**config.mk**
```make
export PLATFORM = sky130hd
export DESIGN_NAME = pixel_blend_stream
export DESIGN_NICKNAME = d
export VERILOG_FILES = /design/src/rtl/blend_pkg.sv /design/src/rtl/multiplier3.sv /design/src/rtl/pixel_blend_stream.sv
export SDC_FILE = /design/constraint.sdc
export NUM_CORES = 1
export LEC_CHECK = 0
export CORE_MARGIN = 2
export CORE_UTILIZATION = 45
export DETAILED_ROUTE_END_ITERATION = 10
export PLACE_DENSITY = 0.67
export SKIP_LAST_GASP = 1
export SLEW_MARGIN = 20
export SYNTH_ARGS = -nofsm -noshare
export SYNTH_HDL_FRONTEND = slang
export SYNTH_SLANG_ARGS = --single-unit
```
**constraint.sdc**
```tcl
create_clock -name clk -period 4.9 [get_ports clk]
set_clock_uncertainty 0.05 [all_clocks]
set_input_delay 0.735 -clock clk [delete_from_list [all_inputs] [get_ports clk]]
set_output_delay 0.735 -clock clk [all_outputs]
set_load 0.02 [all_outputs]
```
**src/rtl/blend_pkg.sv**
```systemverilog
// Shared types, widths and helpers for the two-image pixel blend stream.
package blend_pkg;

    localparam int unsigned PIX_W          = 8;
    localparam int unsigned PROD_W         = 16;
    localparam int unsigned DEF_NUM_PIXELS = 90000;
    localparam int unsigned DEF_CNT_W      = 17;

    typedef enum logic [1:0] {
        ST_IDLE  = 2'd0,
        ST_RUN   = 2'd1,
        ST_DRAIN = 2'd2
    } state_t;

    typedef struct packed {
        logic [PIX_W-1:0] a;
        logic [PIX_W-1:0] b;
    } pix_pair_t;

    // Add two bytes, clamping to all-ones instead of wrapping.
    function automatic logic [PIX_W-1:0] sat_add(input logic [PIX_W-1:0] x,
                                                 input logic [PIX_W-1:0] y);
        logic [PIX_W:0] sum;
        sum = {1'b0, x} + {1'b0, y};
        return sum[PIX_W] ? {PIX_W{1'b1}} : sum[PIX_W-1:0];
    endfunction

endpackage

```
**src/rtl/multiplier3.sv**
```systemverilog
// Unsigned 8x8 -> 16 combinational multiplier shared with the offline blend flow.
module multiplier3 (
    input  logic [7:0]  A,
    input  logic [7:0]  B,
    output logic [15:0] y
);

    assign y = 16'(A) * 16'(B);

endmodule

```
**src/rtl/pixel_blend_stream.sv**
```systemverilog
// Streams two images through a 3-stage weighted blend: register, weight-multiply, saturating add.
module pixel_blend_stream
    import blend_pkg::*;
#(
    parameter int unsigned NUM_PIXELS = DEF_NUM_PIXELS,
    parameter int unsigned CNT_W      = DEF_CNT_W
) (
    input  logic             clk,
    input  logic             rst,
    input  logic             start,
    input  logic [PIX_W-1:0] weight_a,
    input  logic [PIX_W-1:0] weight_b,
    input  logic             in_valid,
    output logic             in_ready,
    input  logic [PIX_W-1:0] pix_a,
    input  logic [PIX_W-1:0] pix_b,
    output logic             out_valid,
    input  logic             out_ready,
    output logic [PIX_W-1:0] out_pix,
    output logic             out_last,
    output logic             busy,
    output logic             done
);

    localparam logic [CNT_W-1:0] LAST_IDX = CNT_W'(NUM_PIXELS - 1);

    state_t            state, state_nxt;
    logic [PIX_W-1:0]  wa_q, wb_q;
    logic [CNT_W-1:0]  in_cnt, out_cnt, out_cnt_nxt_c;
    pix_pair_t         s1;
    logic              s1_valid;
    logic [PROD_W-1:0] prod_a, prod_b;
    logic [PIX_W-1:0]  s2_a, s2_b;
    logic              s2_valid;
    logic              stall_c, in_hs_c, out_hs_c, start_acc_c;
    logic              unused_prod_lo;

    assign stall_c     = out_valid && !out_ready;
    assign in_ready    = (state == ST_RUN) && !stall_c;
    assign in_hs_c     = in_valid && in_ready;
    assign out_hs_c    = out_valid && out_ready;
    assign start_acc_c = start && (state == ST_IDLE);

    // Only the high byte of each product feeds the blend.
    assign unused_prod_lo = ^{prod_a[PIX_W-1:0], prod_b[PIX_W-1:0]};

    multiplier3 u_mul_a (.A(s1.a), .B(wa_q), .y(prod_a));
    multiplier3 u_mul_b (.A(s1.b), .B(wb_q), .y(prod_b));

    always_ff @(posedge clk or posedge rst) begin
        if (rst) begin
            state <= ST_IDLE;
            busy  <= 1'b0;
            done  <= 1'b0;
        end else begin
            state <= state_nxt;
            busy  <= (state_nxt != ST_IDLE);
            done  <= (state == ST_DRAIN) && out_hs_c && out_last;
        end
    end

    always_comb begin
        state_nxt = state;
        case (state)
            ST_IDLE:  if (start) state_nxt = ST_RUN;
            ST_RUN:   if (in_hs_c && (in_cnt == LAST_IDX)) state_nxt = ST_DRAIN;
            ST_DRAIN: if (out_hs_c && out_last) state_nxt = ST_IDLE;
            default:  state_nxt = ST_IDLE;
        endcase
    end

    // Output count after this cycle's handshake; wraps to 0 after the final pixel.
    always_comb begin
        out_cnt_nxt_c = out_cnt;
        if (start_acc_c) begin
            out_cnt_nxt_c = '0;
        end else if (out_hs_c) begin
            out_cnt_nxt_c = out_last ? '0 : out_cnt + CNT_W'(1);
        end
    end

    always_ff @(posedge clk or posedge rst) begin
        if (rst) begin
            wa_q    <= '0;
            wb_q    <= '0;
            in_cnt  <= '0;
            out_cnt <= '0;
        end else begin
            out_cnt <= out_cnt_nxt_c;
            if (start_acc_c) begin
                wa_q   <= weight_a;
                wb_q   <= weight_b;
                in_cnt <= '0;
            end else if (in_hs_c) begin
                in_cnt <= in_cnt + CNT_W'(1);
            end
        end
    end

    // Pipeline stages advance together and all hold while the output is stalled.
    always_ff @(posedge clk or posedge rst) begin
        if (rst) begin
            s1        <= '0;
            s1_valid  <= 1'b0;
            s2_a      <= '0;
            s2_b      <= '0;
            s2_valid  <= 1'b0;
            out_pix   <= '0;
            out_valid <= 1'b0;
            out_last  <= 1'b0;
        end else if (!stall_c) begin
            s1_valid <= in_hs_c;
            if (in_hs_c) begin
                s1.a <= pix_a;
                s1.b <= pix_b;
            end
            s2_valid <= s1_valid;
            if (s1_valid) begin
                s2_a <= prod_a[PROD_W-1 -: PIX_W];
                s2_b <= prod_b[PROD_W-1 -: PIX_W];
            end
            out_valid <= s2_valid;
            out_last  <= s2_valid && (out_cnt_nxt_c == LAST_IDX);
            if (s2_valid) begin
                out_pix <= sat_add(s2_a, s2_b);
            end
        end
    end

endmodule
```
==> results of run 1 <==
==> cells in the mapped netlist, types with 5 or more instances <==
library cell and number:
and2_1 100, nand2_1 115, o21a_1 5, inv_1 91
mux2_2 17, dfrtp_1 98, nor2_1 50, ha_1 76
xnor2_1 22, nor2b_1 6, clkbuf_1 10, o21ai_0 22
nand4_1 8, nor4_1 5, fa_1 71, xor2_1 24
and2_2 5, o22a_1 6, nor3_1 10, and3_1 8
a21oi_1 19, nand3_1 20
==> sequential cells by signal, summed over array words and instances, names as in the netlist <==
signal     count
wa_q           8
done           1
state          2
s2_a           8
out_cnt       17
out_last       1
s1_valid       1
s2_valid       1
out_pix        8
s2_b           8
in_cnt        17
s1            16
out_valid      1
busy           1
wb_q           8
==> final timing paths <==
| kind | startpoint | endpoint | cells after the start |
|---|---|---|---|
| setup / recovery | wa_q[7] | s2_a[7] | 13 |
| hold / removal | s2_a[4] | s2_a[4] | 2 |
| setup reg to reg | wa_q[7] | s2_a[7] | 13 |
| hold reg to reg | s2_a[4] | s2_a[4] | 2 |
| max in group asynchronous | rst | s1[1] | 3 |
| min in group asynchronous | rst | out_pix[7] | 2 |
==> final cells by class <==
class	instances	area [sq um]	share of cell area
Multi-Input combinational cell	647	5410	0.576
Tap cell	229	287	0.0305
Inverter	91	344	0.0367
Timing Repair Buffer	60	573	0.0611
Clock inverter	7	93.8	0.0100
Clock buffer	9	225	0.0240
Sequential cell	98	2460	0.262
==> cells by family after synthesis <==
| group | synth area share |
|---|---|
| muxes | 0.0256 |
| adders and majority gates | 0.288 |
| DFF | 0.297 |
| and+or+nand+nor | 0.220 |
| buffers and inverters | 0.0502 |
| xor gates and xnor gates | 0.0488 |
| AOI/OAI and AO/OA | 0.0699 |
==> critical path: stages (launching register included) <==
cell     delay, ns
dfrtp_1       0.48
and2_2        0.23
fa_1          0.52
fa_1          0.53
fa_1          0.54
inv_1         0.05
fa_1          0.53
inv_1         0.04
ha_1          0.36
nand2_1       0.10
or4_4         0.51
a21oi_1       0.27
mux2i_1       0.24
nand3_1       0.10
==> routing by layer <==
layer	up-vias	share of wire	track usage
met3	15	0.035	0.0334
met4	0	0.011	0.0409
met2	79	0.47	0.289
li1	2897	-	-
met1	2876	0.49	0.267
met5	-	0	0
==> timing repair <==
item | in CTS | in global routing
endpoints found under the setup margin | 0 | 6
resized for setup | 0 | 8
buffers inserted | 0 | 1
endpoints found under the hold margin | 0 | 0
==> power groups by stage <==
stage,sequential [W],clock (W),combinational [W]
floorplan,0.00124,0,0.00280
global placement,0.00128,0,0.00359
detailed placement,0.00128,0,0.00366
CTS,0.00127,0.000794,0.00369
global route,0.00130,0.000824,0.00429
finish,0.00127,0.000773,0.00369
==> through the flow <==
step,total power [W],instance area (sq um)
3_3_place_gp,0.00487,9040
3_5_place_dp,0.00495,9040
2_1_floorplan,0.00404,8250
4_1_cts,0.00575,9360
5_1_grt,0.00642,9390
6_report,0.00574,9390
==> impl_metrics.csv, run 1 <==
group,metric,value,unit
outcome,status,"complete, no violations",
cells_and_area,nFillCells,1643,
critical_path,crit_fanout,9,
timing,fmax,0.214,GHz
yosys,synth_edf_count,0,
yosys,synth-async-reset-ratio,1.00,
grt,grt_max_degree,75,
place,dp.final_hpwl,13.1,mm
routing,drtAntennaViolNets,0,
critical_path,required,5.09,ns
worst_hold_path,hp-class,"flop to flop",
grt,antenna_found_initial,0,
routing,drt_iter0_drc,262,
yosys,syn_inst,851,
grt,first_global_vias,6047,
power,cellInternalPower,0.00310,W
cells_and_area,layout.cells.non_filler,1141,
timing,worst_pin_slew,0.943,ns
power,combPwrFrac,0.644,
clocking,cts_buffer_depth,2,
floorplan,fp.dieH,139,microns
timing,setup_viol,0,
flow_run,cap_violations,0,
power,p_seq_frac,0.221,
clocking,cts_buffers,9,
clocking,htreeDepth,3,
power,swShare,0.460,
yosys,mappedNetlistArea,0.00825,sq mm
grt,grt_overflow,0,
cells_and_area,syn_to_final_growth,13.8,%
clocking,root_buffer,"clkbuf_16",
cells_and_area,drive_above_1_share,0.0724,
yosys,syn_nets,1035,
place,port_buffers,49,
yosys,synthFlopType,"dfrtp_1",
grt,grtUsageTotal,0.184,
timing,maxSlewHeadroom,0.372,
critical_path,start_kind,"flop",
timing,worst_slack,0.222,ns
yosys,synth_top_area_share,0.297,
yosys,syn_area_per_cell,9.69,sq um
power,pwr-share-clk,0.135,
floorplan,coreArea,0.0180,sq mm
critical_path,rrSetupSlack,0.22,ns
clocking,cts_tree,"yes",
routing,vias,5867,
routing,viasPerCell,5.14,
place,preCtsSetupSlack,0.0754,ns
floorplan,pin_count,50,
floorplan,die_area,0.0194,sq mm
cells_and_area,num-nets-final,1091,
power,p_sw,0.00264,W
floorplan,core.rowCount,49,
yosys,synth_cell_types,61,
place,place_congestion,0.845,
clocking,numClockSinks,98,
timing,period_share,0.955,
timing,final_hold_viol_count,0,
power,p_leak,4.55,nW
place,dp_cells,1124,
timing,whs,0.444,ns
cells_and_area,final_util,0.522,
cells_and_area,final_cell_mix,"nand2_1 (115), and2_1 (100), dfrtp_1 (94)",
critical_path,cp_data_arrival_time,4.87,ns
cells_and_area,final_common_cell,"nand2_1",
floorplan,start_util,0.459,
yosys,synth_area_leaders,"dfrtp_1 (30%), fa_1 (17%), ha_1 (12%)",
power,power_density,611,mW/mm^2
grt,grt_pass1_wl,29.1,mm
timing,final.setup.tns,0,ns
floorplan,die_x,139,microns
yosys,ys_seq_area_frac,0.297,
yosys,ys_warn_count,0,
clocking,path_clk_slew,0.08,ns
routing,drt_wl_total,17.0,mm
power,ir_worst_vdd,0.310,mV
routing,wire_per_inst,14.9,microns
cells_and_area,antennaDiodeCount,0,
yosys,yosys_register_bits,98,
critical_path,crit_type,"flop to flop",
timing,layout_min_cycle_time,4.68,ns
timing,rsz0062_at_grt,"false",
routing,dr.pass1.iters,5,
timing,slew_viol_final,0,
clocking,ctsHoldBuffers,0,
clocking,clk_latency,0.36,ns
critical_path,end_kind,"flop",
yosys,synth_area_leader_cell,"dfrtp_1",
routing,drc,0,
Power figures use the tool's default switching activity.
==> run 2, diff against run 1 <==
CORE_MARGIN = not set   (was 2)
==> run 2 against run 1 <==
Against the previous run:
- clock power decreased by 2%
- non-clock buffer count increased by 1
- wire length increased by 0.31%
- setup slack got worse by 0.036 ns
- combinational power about the same
- hold slack improved by 0.0026 ns
- via count increased by 1.5%
- sequential power about the same
- first-iteration DRC count decreased by 21%
- largest cell class unchanged
==> impl_metrics.csv, run 2 (same netlist as run 1, synthesis figures left out) <==
group,metric,value,unit
timing,worst_pin_slew,0.954,ns
place,dp.final_hpwl,12.9,mm
timing,fmax,0.212,GHz
cells_and_area,num-nets-final,1092,
clocking,cts_buffers,9,
clocking,post_cts_buffers,0,
cells_and_area,top_regs,"in_cnt (17), out_cnt (17), s1 (16)",
critical_path,end_kind,"flop",
floorplan,die_x,137,microns
routing,drt_iter0_drc,207,
critical_path,path_delay_family,"adder cells",
routing,wire_per_inst,14.9,microns
floorplan,die_area,0.0189,sq mm
routing,vias,5956,
floorplan,coreArea,0.0180,sq mm
grt,grt_pass1_wl,29.0,mm
routing,drtAntennaViolNets,0,
cells_and_area,final_util,0.523,
critical_path,r2r_end,"s2_b[5]",
critical_path,worst_path_max_delay_cell,"fa_1",
grt,grtUsageTotal,0.195,
critical_path,r2r-start,"s1[1]",
clocking,root_buffer,"clkbuf_16",
power,power,0.00573,W
critical_path,reg2regPathDepth,14,
floorplan,core.rowCount,49,
clocking,path_clk_slew,0.07,ns
timing,whs,0.447,ns
routing,viasPerCell,5.22,
timing,maxSlewHeadroom,0.364,
critical_path,crit_buf_inv,2,
timing,layout_min_cycle_time,4.71,ns
routing,drt_wl_total,17.1,mm
clocking,clk_latency,0.36,ns
power,ir_worst_vdd,0.372,mV
cells_and_area,final_cell_mix,"nand2_1 (115), and2_1 (100), dfrtp_1 (92)",
clocking,numClockSinks,98,
grt,grt_overflow,0,
floorplan,fp.dieH,137,microns
critical_path,start_kind,"flop",
routing,dr.pass1.iters,6,
power,p_leak,4.55,nW
timing,worst_slack,0.186,ns
grt,grt_max_degree,74,
critical_path,crit_type,"flop to flop",
outcome,status,"complete, no violations",
critical_path,crit_fanout,9,
floorplan,pin_count,50,
critical_path,cp-endpoint,"s2_b[5]",
critical_path,worst_path_largest_cell_delay,0.54,ns
clocking,cts_buffer_depth,2,
cells_and_area,final_common_cell,"nand2_1",
critical_path,rrSetupSlack,0.19,ns
place,preCtsSetupSlack,-0.000365,ns
clocking,ctsHoldBuffers,0,
timing,period_share,0.962,
timing,final_hold_viol_count,0,
grt,antenna_found_initial,0,
critical_path,crit_cells,14,
floorplan,start_util,0.459,
routing,drc,0,
timing,slew_viol_final,0,
critical_path,required,5.06,ns
critical_path,critPathLaunch,"s1[1]",
critical_path,cp_data_arrival_time,4.88,ns
clocking,htreeDepth,3,
cells_and_area,syn_to_final_growth,13.9,%
power,power_density,610,mW/mm^2
clocking,cts_tree,"yes",
place,postPlaceCellArea,0.00905,sq mm
grt,first_global_vias,6050,
place,port_buffers,49,
cells_and_area,antennaDiodeCount,0,
worst_hold_path,hp-class,"flop to flop",
timing,setup_viol,0,
critical_path,crit_top_cell,"fa_1",
flow_run,cap_violations,0,
cells_and_area,design_area,0.00940,sq mm
critical_path,crit_chain,"and2_1 -> fa_1 -> fa_1 -> inv_1 -> fa_1 -> inv_1 -> fa_1 -> ha_1 -> a2111oi_2 -> o21ai_1 -> a221oi_4 -> o21ai_0 -> xnor2_1 -> o21ai_0",
place,place_congestion,0.814,
cells_and_area,drive_above_1_share,0.0767,
-- run 2: changes by cell type in the layout (fill, tap and decap cells not counted), sizes merged --
| cell | previous run | this run |
|---|---|---|
| buf | 11 | 12 |
| clkinvlp | 1 | 0 |
| clkinv | 1 | 2 |
-- run 2: how the worst min path moves through the flow --
stage	startpoint	depth (start not counted)	slack (ns)	to
global placement	s2_a[4]	2	0.43	s2_a[4]
detailed placement	s2_a[6]	2	0.43	s2_a[6]
floorplan	s2_b[0]	2	0.40	s2_b[0]
global route	out_pix[5]	1	0.48	out_pix[5]
finish	s2_a[7]	2	0.45	s2_a[7]
CTS	s2_a[7]	2	0.45	s2_a[7]
-- run 2: cell type report --
cell class,instances,area (sq um)
clock buffers,9,225
clock inverters,7,90.1
fillers,1674,8570
inverters,91,344
multi-input cells,647,5410
flip-flops and latches,98,2460
well taps,229,287
repair buffers,61,581
-- run 2: metal layers --
layer	track usage	wire length, microns
met1	0.274	8230
met2	0.318	8190
met3	0.0287	397
met4	0.0446	237
met5	0	0
-- run 2: tightest hold or removal path: stages, from the launching register on --
cell	delay, ns
dfrtp_1	0.35
nand2_1	0.05
nand3_1	0.06
-- run 2: through the flow --
stage               std cells  setup TNS (ns)
floorplan                 851               0
global placement         1126               0
detailed placement       1126       -0.000365
CTS                      1142               0
global route             1142         -0.0501
finish                   1142               0
-- run 2: report_power, final --
part           switching [W]  internal, W
Sequential          0.000244      0.00103
Clock               0.000348     0.000411
Combinational        0.00204      0.00166
Total                0.00263      0.00309
-- run 2: repair_timing --
action,4_1_cts,5_1_grt
endpoints found under the hold margin,0,0
resized for setup,0,11
setup endpoints to repair,0,7
==> run 3, diff against run 2 <==
SLEW_MARGIN = not set   (was 20)
TNS_END_PERCENT = 30   (was not set)
==> run 3 against run 2 <==
Against the previous run:
- die area unchanged
- count of clock-buffer cells in the layout unchanged
- critical path depth unchanged
- final cell count unchanged
- combinational power about the same
- clock power about the same
- hold slack unchanged
- critical endpoint unchanged
- largest cell class unchanged
==> impl_metrics.csv, run 3 (same netlist as run 1, synthesis figures left out) <==
group,metric,value,unit
outcome,status,"complete, no violations",
grt,grt_max_degree,74,
critical_path,worst_path_largest_cell_delay,0.54,ns
grt,antenna_found_initial,0,
clocking,path_clk_slew,0.07,ns
place,postPlaceCellArea,0.00905,sq mm
critical_path,crit_chain,"and2_1 -> fa_1 -> fa_1 -> inv_1 -> fa_1 -> inv_1 -> fa_1 -> ha_1 -> a2111oi_2 -> o21ai_1 -> a221oi_4 -> o21ai_0 -> xnor2_1 -> o21ai_0",
critical_path,end_kind,"flop",
routing,drt_iter0_drc,207,
cells_and_area,final-seq-area,0.00246,sq mm
floorplan,die_area,0.0189,sq mm
worst_hold_path,hold_start,"s2_a[7]",
cells_and_area,final_common_cell,"nand2_1",
floorplan,core.rowCount,49,
routing,drc,0,
clocking,root_buffer,"clkbuf_16",
critical_path,path_delay_family,"adder cells",
timing,setup_viol,0,
floorplan,pin_count,50,
routing,met2_length,8.19,mm
clocking,post_cts_buffers,0,
grt,grt_overflow,0,
cells_and_area,drive_above_1_share,0.0756,
critical_path,rrSetupSlack,0.19,ns
cells_and_area,nFillCells,1674,
power,ir_worst_vdd,0.372,mV
routing,wire_per_inst,14.9,microns
cells_and_area,multiInputGateArea,0.00541,sq mm
routing,viasPerCell,5.22,
floorplan,die_x,137,microns
flow_run,cap_violations,0,
clocking,clk_latency,0.36,ns
place,preCtsSetupSlack,-0.000365,ns
cells_and_area,antennaDiodeCount,0,
grt,grt_pass1_wl,29.0,mm
critical_path,cp_data_arrival_time,4.88,ns
clocking,cts_tree,"yes",
critical_path,start_kind,"flop",
timing,fmax,0.212,GHz
grt,grtUsageTotal,0.195,
routing,drt_wl_total,17.1,mm
routing,top_layer,"met4",
place,place_congestion,0.814,
timing,maxSlewHeadroom,0.364,
routing,dr.pass1.iters,6,
critical_path,r2r-start,"s1[1]",
clocking,numClockSinks,98,
cells_and_area,layout.cells.non_filler,1142,
timing,worst_slack,0.186,ns
critical_path,crit_buf_inv,2,
critical_path,critPathLaunch,"s1[1]",
cells_and_area,num-nets-final,1092,
grt,first_global_vias,6050,
power,power,0.00572,W
timing,rsz0062_at_grt,"true",
timing,layout_min_cycle_time,4.71,ns
cells_and_area,design_area,0.00939,sq mm
timing,period_share,0.962,
place,port_buffers,49,
cells_and_area,syn_to_final_growth,13.9,%
place,dp_cells,1126,
clocking,cts_buffers,9,
routing,wirelength_met1,8.23,mm
clocking,htreeDepth,3,
critical_path,crit_top_cell,"fa_1",
power,power_density,609,mW/mm^2
timing,slew_viol_final,0,
timing,final_hold_viol_count,0,
routing,wl_met3,397,microns
routing,vias,5956,
timing,worst_pin_slew,0.954,ns
power,p_leak,4.55,nW
clocking,cts_buffer_depth,2,
critical_path,required,5.06,ns
critical_path,worst_path_max_delay_cell,"fa_1",
floorplan,start_util,0.459,
critical_path,crit_fanout,9,
cells_and_area,top_regs,"in_cnt (17), out_cnt (17), s1 (16)",
floorplan,coreArea,0.0180,sq mm
cells_and_area,final_cell_mix,"nand2_1 (115), and2_1 (100), dfrtp_1 (92)",
worst_hold_path,hp-class,"flop to flop",
timing,whs,0.447,ns
critical_path,crit_type,"flop to flop",
routing,drtAntennaViolNets,0,
place,dp.final_hpwl,12.9,mm
floorplan,fp.dieH,137,microns
[run 3: cell counts in the layout (fill, tap and decap cells not counted)]
Identical to the previous run, type by type.
[run 3: final timing paths]
| path | endpoint | cells after the start |
|---|---|---|
| worst max-delay path | s2_b[5] | 14 |
| worst min-delay path | s2_a[7] | 2 |
| worst max register to register | s2_b[5] | 14 |
| worst min register to register | s2_a[7] | 2 |
| max in group asynchronous | wb_q[1] | 3 |
| min in group asynchronous | out_pix[3] | 2 |
[run 3: metal layers]
metal / up-vias / GRT usage
met4: 0 / 0.0446
li1: 2905 / -
met3: 19 / 0.0287
met2: 67 / 0.318
met1: 2965 / 0.274
met5: - / 0
[run 3: power by group]
| group | leakage, nW | internal, W | total (W) | switching, W |
|---|---|---|---|---|
| sequential | 1.23 | 0.00103 | 0.00127 | 0.000244 |
| clock | 0.156 | 0.000411 | 0.000758 | 0.000348 |
| combinational | 3.17 | 0.00166 | 0.00370 | 0.00204 |
| total | 4.55 | 0.00309 | 0.00572 | 0.00263 |
[run 3: timing repair]
action / in CTS / in global routing
endpoints found under the setup margin: 0 / 7
hold buffers: 0 / 0
resized for setup: 0 / 10
[run 3: through the flow]
| step | setup TNS, ns | util |
|---|---|---|
| after detailed placement | -0.000365 | 0.504 |
| after floorplan | 0 | - |
| after global routing | -0.0589 | 0.523 |
| after CTS | 0 | 0.521 |
| final | 0 | 0.523 |
| after global placement | 0 | 0.504 |
[run 3: worst min-delay path, cell delays in order, from the launching register on]
cell and delay, ns:
dfrtp_1 0.35, nand2_1 0.05, nand3_1 0.06
[run 3: area by class of cell]
type,count,share of cell area
Timing Repair Buffer,61,0.0618
Sequential cell,98,0.262
Inverter,91,0.0366
Clock inverter,7,0.00959
Tap cell,229,0.0305
Multi-Input combinational cell,647,0.576
Clock buffer,9,0.0240
